[src/rtl/lift_ctrl_if.sv]
// rtl/lift_ctrl_if.sv - slowref/request inputs and floor/door/motion indicators of the lift car controller
//
// Signals:
//   slowref     - one-clk step enable from the slow-reference generator
//   req         - floor request buttons, one bit per floor
//   floor       - current car floor
//   door_open   - car is in the door-open state
//   moving_up   - car is travelling up
//   moving_down - car is travelling down
//   pending     - latched outstanding requests
// Modports: master drives slowref/req and observes the indicators; slave is the controller side.
interface lift_ctrl_if #(
    parameter int N_FLOORS = 4,
    parameter int FLOOR_W  = 2
);
    logic                slowref;
    logic [N_FLOORS-1:0] req;
    logic [FLOOR_W-1:0]  floor;
    logic                door_open;
    logic                moving_up;
    logic                moving_down;
    logic [N_FLOORS-1:0] pending;

    modport master (
        output slowref, req,
        input  floor, door_open, moving_up, moving_down, pending
    );

    modport slave (
        input  slowref, req,
        output floor, door_open, moving_up, moving_down, pending
    );
endinterface

[src/rtl/lift_ctrl.sv]
// rtl/lift_ctrl.sv - SCAN lift car controller stepped by the slowref enable pulse
//
// Ports:
//   clk   - system clock
//   reset - asynchronous active-high reset
//   bus   - lift_ctrl_if.slave: slowref, req in; floor, door_open, moving_up, moving_down, pending out
//
// Requests are captured every clk; movement and door timing advance only on slowref.
// All indicators come straight from registers.
module lift_ctrl #(
    parameter int N_FLOORS   = 4,
    parameter int FLOOR_W    = 2,
    parameter int DOOR_TICKS = 3
) (
    input  logic         clk,
    input  logic         reset,
    lift_ctrl_if.slave   bus
);
    localparam int TIMER_W = 4;
    localparam logic [TIMER_W-1:0] TIMER_LOAD = TIMER_W'(DOOR_TICKS - 1);
    localparam logic [FLOOR_W-1:0] TOP_FLOOR  = FLOOR_W'(N_FLOORS - 1);

    typedef enum logic [1:0] {
        IDLE      = 2'd0,
        MOVE_UP   = 2'd1,
        MOVE_DOWN = 2'd2,
        DOOR_OPEN = 2'd3
    } state_t;

    state_t              r_state,   w_state_nxt;
    logic [FLOOR_W-1:0]  r_floor,   w_floor_nxt;
    logic [N_FLOORS-1:0] r_pending, w_pending_nxt;
    logic                r_dir_up,  w_dir_up_nxt;
    logic [TIMER_W-1:0]  r_timer,   w_timer_nxt;

    logic [FLOOR_W-1:0]  w_floor_up;
    logic [FLOOR_W-1:0]  w_floor_dn;
    logic [N_FLOORS-1:0] w_req_mask;
    logic [N_FLOORS-1:0] w_clear;
    logic                w_reload;

    // Floor-indexed helpers written as loops so any FLOOR_W/N_FLOORS pairing indexes safely.
    function automatic logic bit_at(input logic [N_FLOORS-1:0] v, input logic [FLOOR_W-1:0] f);
        logic r;
        r = 1'b0;
        for (int i = 0; i < N_FLOORS; i++)
            if (FLOOR_W'(i) == f) r = v[i];
        return r;
    endfunction

    function automatic logic [N_FLOORS-1:0] onehot(input logic [FLOOR_W-1:0] f);
        logic [N_FLOORS-1:0] r;
        r = '0;
        for (int i = 0; i < N_FLOORS; i++)
            r[i] = (FLOOR_W'(i) == f);
        return r;
    endfunction

    function automatic logic any_above(input logic [N_FLOORS-1:0] v, input logic [FLOOR_W-1:0] f);
        logic r;
        r = 1'b0;
        for (int i = 0; i < N_FLOORS; i++)
            if (FLOOR_W'(i) > f) r = r | v[i];
        return r;
    endfunction

    function automatic logic any_below(input logic [N_FLOORS-1:0] v, input logic [FLOOR_W-1:0] f);
        logic r;
        r = 1'b0;
        for (int i = 0; i < N_FLOORS; i++)
            if (FLOOR_W'(i) < f) r = r | v[i];
        return r;
    endfunction

    always_ff @(posedge clk or posedge reset) begin
        if (reset) begin
            r_state   <= IDLE;
            r_floor   <= '0;
            r_pending <= '0;
            r_dir_up  <= 1'b1;
            r_timer   <= '0;
        end else begin
            r_state   <= w_state_nxt;
            r_floor   <= w_floor_nxt;
            r_pending <= w_pending_nxt;
            r_dir_up  <= w_dir_up_nxt;
            r_timer   <= w_timer_nxt;
        end
    end

    always_comb begin
        w_state_nxt  = r_state;
        w_floor_nxt  = r_floor;
        w_dir_up_nxt = r_dir_up;
        w_timer_nxt  = r_timer;
        w_clear      = '0;
        w_floor_up   = r_floor + 1'b1;
        w_floor_dn   = r_floor - 1'b1;

        // A press for the floor whose door is open extends the door instead of queueing.
        w_reload   = (r_state == DOOR_OPEN) && bit_at(bus.req, r_floor);
        w_req_mask = bus.req;
        if (r_state == DOOR_OPEN)
            w_req_mask = bus.req & ~onehot(r_floor);

        // Decisions look only at r_pending, so a request landing in a tick cycle waits a tick.
        if (bus.slowref) begin
            case (r_state)
                IDLE: begin
                    if (bit_at(r_pending, r_floor)) begin
                        w_state_nxt = DOOR_OPEN;
                        w_clear     = onehot(r_floor);
                        w_timer_nxt = TIMER_LOAD;
                    end else if (r_dir_up && any_above(r_pending, r_floor)) begin
                        w_state_nxt = MOVE_UP;
                    end else if (any_below(r_pending, r_floor)) begin
                        w_state_nxt  = MOVE_DOWN;
                        w_dir_up_nxt = 1'b0;
                    end else if (any_above(r_pending, r_floor)) begin
                        w_state_nxt  = MOVE_UP;
                        w_dir_up_nxt = 1'b1;
                    end
                end
                MOVE_UP: begin
                    w_floor_nxt = w_floor_up;
                    if (bit_at(r_pending, w_floor_up)) begin
                        w_state_nxt = DOOR_OPEN;
                        w_clear     = onehot(w_floor_up);
                        w_timer_nxt = TIMER_LOAD;
                    end else if (!any_above(r_pending, w_floor_up)) begin
                        w_state_nxt = IDLE;
                    end
                end
                MOVE_DOWN: begin
                    w_floor_nxt = w_floor_dn;
                    if (bit_at(r_pending, w_floor_dn)) begin
                        w_state_nxt = DOOR_OPEN;
                        w_clear     = onehot(w_floor_dn);
                        w_timer_nxt = TIMER_LOAD;
                    end else if (!any_below(r_pending, w_floor_dn)) begin
                        w_state_nxt = IDLE;
                    end
                end
                DOOR_OPEN: begin
                    if (r_timer == '0)
                        w_state_nxt = IDLE;
                    else
                        w_timer_nxt = r_timer - 1'b1;
                end
                default: w_state_nxt = IDLE;
            endcase
        end

        // Reload wins over a closing tick in the same cycle: the door stays open.
        if (w_reload) begin
            w_state_nxt = DOOR_OPEN;
            w_timer_nxt = TIMER_LOAD;
        end

        // Clear after set: a request for the floor being serviced this tick is consumed.
        w_pending_nxt = (r_pending | w_req_mask) & ~w_clear;
    end

    assign bus.floor       = r_floor;
    assign bus.pending     = r_pending;
    assign bus.door_open   = (r_state == DOOR_OPEN);
    assign bus.moving_up   = (r_state == MOVE_UP);
    assign bus.moving_down = (r_state == MOVE_DOWN);

    // Travel is only entered/continued with a request beyond the car, so the ends are never overrun.
    a_no_overrun: assert property (@(posedge clk) disable iff (reset)
        !(bus.slowref && ((r_state == MOVE_UP && r_floor == TOP_FLOOR) ||
                          (r_state == MOVE_DOWN && r_floor == '0))));
endmodule

[src/flat_wrapper.sv]
// flat-port wrapper written by rule: the top's interface ports become plain ports
module lift_ctrl_flat 
#(
    parameter int N_FLOORS   = 4,
    parameter int FLOOR_W    = 2,
    parameter int DOOR_TICKS = 3
)
  (clk, reset, bus_slowref, bus_req, bus_floor, bus_door_open, bus_moving_up, bus_moving_down, bus_pending);
  lift_ctrl_if #(.N_FLOORS(N_FLOORS), .FLOOR_W(FLOOR_W)) bus_i ();
  input  logic clk;
  input  logic reset;
  input wire logic [$bits(bus_i.slowref)-1:0] bus_slowref;
  input wire logic [$bits(bus_i.req)-1:0] bus_req;
  output wire logic [$bits(bus_i.floor)-1:0] bus_floor;
  output wire logic [$bits(bus_i.door_open)-1:0] bus_door_open;
  output wire logic [$bits(bus_i.moving_up)-1:0] bus_moving_up;
  output wire logic [$bits(bus_i.moving_down)-1:0] bus_moving_down;
  output wire logic [$bits(bus_i.pending)-1:0] bus_pending;
  assign bus_i.slowref = bus_slowref;
  assign bus_i.req = bus_req;
  assign bus_floor = bus_i.floor;
  assign bus_door_open = bus_i.door_open;
  assign bus_moving_up = bus_i.moving_up;
  assign bus_moving_down = bus_i.moving_down;
  assign bus_pending = bus_i.pending;
  lift_ctrl #(.N_FLOORS(N_FLOORS), .FLOOR_W(FLOOR_W), .DOOR_TICKS(DOOR_TICKS)) u_core (.clk(clk), .reset(reset), .bus(bus_i));
endmodule
[config.mk]
export PLATFORM = sky130hd
export DESIGN_NAME = lift_ctrl_flat
export DESIGN_NICKNAME = d
export VERILOG_FILES = /design/src/rtl/lift_ctrl_if.sv /design/src/rtl/lift_ctrl.sv /design/src/flat_wrapper.sv
export SDC_FILE = /design/constraint.sdc
export NUM_CORES = 1
export LEC_CHECK = 0
export CAP_MARGIN = 20
export CORE_MARGIN = 5
export CORE_UTILIZATION = 30
export CTS_CLUSTER_SIZE = 28
export DETAILED_ROUTE_END_ITERATION = 10
export GPL_TIMING_DRIVEN = 0
export PLACE_DENSITY_LB_ADDON = 0.15
export REMOVE_ABC_BUFFERS = 1
export SLEW_MARGIN = 20
export SYNTH_ARGS = -nofsm -noshare
export SYNTH_HDL_FRONTEND = slang
export SYNTH_SLANG_ARGS = --single-unit
[constraint.sdc]
create_clock -name clk -period 3.1 [get_ports clk]
set_clock_uncertainty 0.1 [all_clocks]
set_input_delay 0.62 -clock clk [delete_from_list [all_inputs] [get_ports clk]]
set_output_delay 0.62 -clock clk [all_outputs]
set_load 0.03 [all_outputs]
==> impl_metrics.tcl, run 1 <==
set metrics [dict create \
    critPathMostFrequentCell "o32a_1" \
    gp_congestion 0.7745 \
    die_x_um 75.35 \
    synth.largest_area_cell "dfrtp_1" \
    cts_hold_buf 0 \
    pre_cts_slack_ns 0.4338 \
    setup_ws_ns 0.4215 \
    ios 16 \
    dp_hpwl_um 2414 \
    core_um2 4058 \
    multi_input_area_um2 849.6 \
    num-fill-cells 433 \
    synth-seq-cells 13 \
    ctsResizeCount 0 \
    mostFrequentLayoutCells "inv_1 (16), ha_1 (15), clkdlybuf4s50_1 (15)" \
    status "completed" \
    grt_max_degree 15 \
    vias 1168 \
    drc_errors 0 \
    rsz0062_at_grt "false" \
    grt_first_pass_wirelength_um 5485 \
    final_common_cell "inv_1" \
    syn_area_um2 1281 \
    crit_fanout 14 \
    htree_levels 1 \
    synth_cells 149 \
    async_flop_share_pct 100.0 \
    io_buffer_count 15 \
    startpoint_type "register" \
    slowest_stage "a211oi_2" \
    gr-usage-all-layers_pct 12.63 \
    hold_path_class "register to register" \
    antenna_found_initial 0 \
    tns_ns 0 \
    grt_pass1_vias 1101 \
    min_period_over_period_pct 86.40 \
    syn_to_final_growth_pct 16.60 \
    path_clk_slew_ns 0.06 \
    max_freq_ghz 0.3734 \
    clock_path_buffers 2 \
    synth-edff-count 0 \
    fin_nets 185 \
    worstMarginPinSlew_ns 0.6289 \
    report.final.slew_viol_count 0 \
    fin_crit_ns 2.678 \
    dieArea_um2 5678 \
    wl_um 3264 \
    grt_overflow_total 0 \
    clk_latency_ns 0.25 \
    max_cap_violations 0 \
    p_leak_nw 0.5862 \
    cts_setup_buffers 0 \
    powerDensity_nw_per_um2 1129 \
    synth.area.top_cells "dfrtp_1 (23%), ha_1 (15%), inv_1 (4.7%)" \
    start_util_pct 31.58 \
    syn_area_per_cell_um2 8.599 \
    timing.critical_path.required_ns 3.13 \
    synth_warnings 0 \
    via_per_inst 5.509 \
    end_kind "register" \
    synth_cell_type_count 41 \
    cts.sinks 13 \
    max_stage_delay_ns 0.51 \
    finalSetupViolCount 0 \
    drtIter0Drc 148 \
    slew-limit-headroom_pct 58.07 \
    root_buffer "clkbuf_8" \
    seq_area_um2 326.6 \
    ys.flop_type "dfrtp_1" \
    path_class "register to register" \
    ir_drop_mv 0.4671 \
    finalHoldViolCount 0 \
    num_rows 23 \
    die_h_um 75.35 \
    ant_nets 0 \
    path_cells "inv_1 > ha_1 > a211oi_1 > a211oi_2 > o32a_1 > nand3_1 > o32a_1" \
    wl_per_cell_um 15.40 \
    crit_arrival_ns 2.71 \
    first_pass_iters 4 \
    yosys.area.top_type_share_pct 23.44 \
    final_core_util_pct 36.82 \
    cts_tree "built" \
    num_antenna_cells 0 \
    ys_seq_area_share_pct 25.49 \
    cts_buffers 3 \
    drive_above_1_share_pct 5.556 \
]
## metal layers
| metal | wire, um | global-route usage [%] | vias up |
|---|---|---|---|
| li1 | - | - | 579 |
| met1 | 1504 | 17.73 | 542 |
| met3 | 285 | 3.166 | 2 |
| met5 | 0 | 0 | - |
| met4 | 21 | 2.330 | 0 |
| met2 | 1452 | 19.85 | 45 |
## metrics by stage
stage / total power, W / std cells / instance area (um2) / hold slack, ns
floorplan: 0.001204 / 143 / 1236 / 0.3535
global placement: 0.001517 / 208 / 1449 / 0.3840
detailed placement: 0.001534 / 208 / 1449 / 0.3851
CTS: 0.001701 / 212 / 1494 / 0.3962
global route: 0.001840 / 212 / 1494 / 0.4078
finish: 0.001687 / 212 / 1494 / 0.3966
## critical path: cells and delay by family, from the launching register on
kind / cells / cell delay (ns)
buffers and inverters: 1 / 0.14
AND/OR/NAND/NOR: 1 / 0.11
adder cells (fa/ha/maj): 1 / 0.46
AO/OA/AOI/OAI: 4 / 1.28
flip-flops: 1 / 0.46
## final cells by class
class | instances | share of cell area [%]
clock buffers | 4 | 3.015
repair buffers | 15 | 10.05
multi-input cells | 114 | 56.87
well taps | 50 | 4.188
inverters | 16 | 4.020
flip-flops and latches | 13 | 21.86
## final timing paths
check,startpoint,endpoint,slack [ns],depth (start not counted)
worst min-delay path,u_core.r_timer[3],u_core.r_timer[3],0.40,1
max in group asynchronous,reset,u_core.bus.pending[1],1.90,2
worst max-delay path,u_core.bus.floor[0],u_core.r_state[1],0.42,7
min in group asynchronous,reset,u_core.r_timer[1],0.62,2
worst max register to register,u_core.bus.floor[0],u_core.r_state[1],0.42,7
worst min register to register,u_core.r_timer[3],u_core.r_timer[3],0.40,1
## logic make-up after synthesis
logic type | after synthesis | synth area share (%)
DFF | 13 | 25.49
buffers and inverters | 22 | 8.203
AOI/OAI and AO/OA | 45 | 27.93
adders and majority gates | 15 | 14.65
and+or+nand+nor | 52 | 22.36
xor gates and xnor gates | 2 | 1.367
## registers in the layout, indices dropped and copies added, names as in the netlist
register	count
u_core.r_state	2
u_core.bus.floor	2
u_core.bus.pending	4
u_core.r_dir_up	1
u_core.r_timer	4
## power breakdown
| group | total (W) | internal [W] | switching (W) |
|---|---|---|---|
| combinational | 0.00120 | 0.000480 | 0.000717 |
| sequential | 0.000334 | 0.000232 | 0.000102 |
| clock | 0.000156 | 0.0000910 | 0.0000650 |
| total | 0.00169 | 0.000803 | 0.000885 |
## cell usage after synthesis, drive strengths merged, types with 2 or more instances
cell and number:
nand3 11, a21oi 6, nor2b 4, nor3 2
a221oi 3, dfrtp 12, o31ai 2, a31oi 6
clkbuf 2, a211oi 6, o32a 2, and2 4
inv 16, nor3b 6, a41oi 4, buf 4
a222oi 2, ha 15, nand3b 4, or3 2
nor2 7, nand2 9, o21ai 6
Note: power is estimated with default switching activity, not from simulation.
==> run 2: changes to the inputs <==
--- a/config.mk
+++ b/config.mk
@@ -13,7 +13,9 @@
 export GPL_TIMING_DRIVEN = 0
 export PLACE_DENSITY_LB_ADDON = 0.15
 export REMOVE_ABC_BUFFERS = 1
+export SKIP_LAST_GASP = 1
 export SLEW_MARGIN = 20
 export SYNTH_ARGS = -nofsm -noshare
 export SYNTH_HDL_FRONTEND = slang
 export SYNTH_SLANG_ARGS = --single-unit
+export TNS_END_PERCENT = 50
==> results of run 2 <==
Final layout, timing and power as in run 1 (identical DEF).
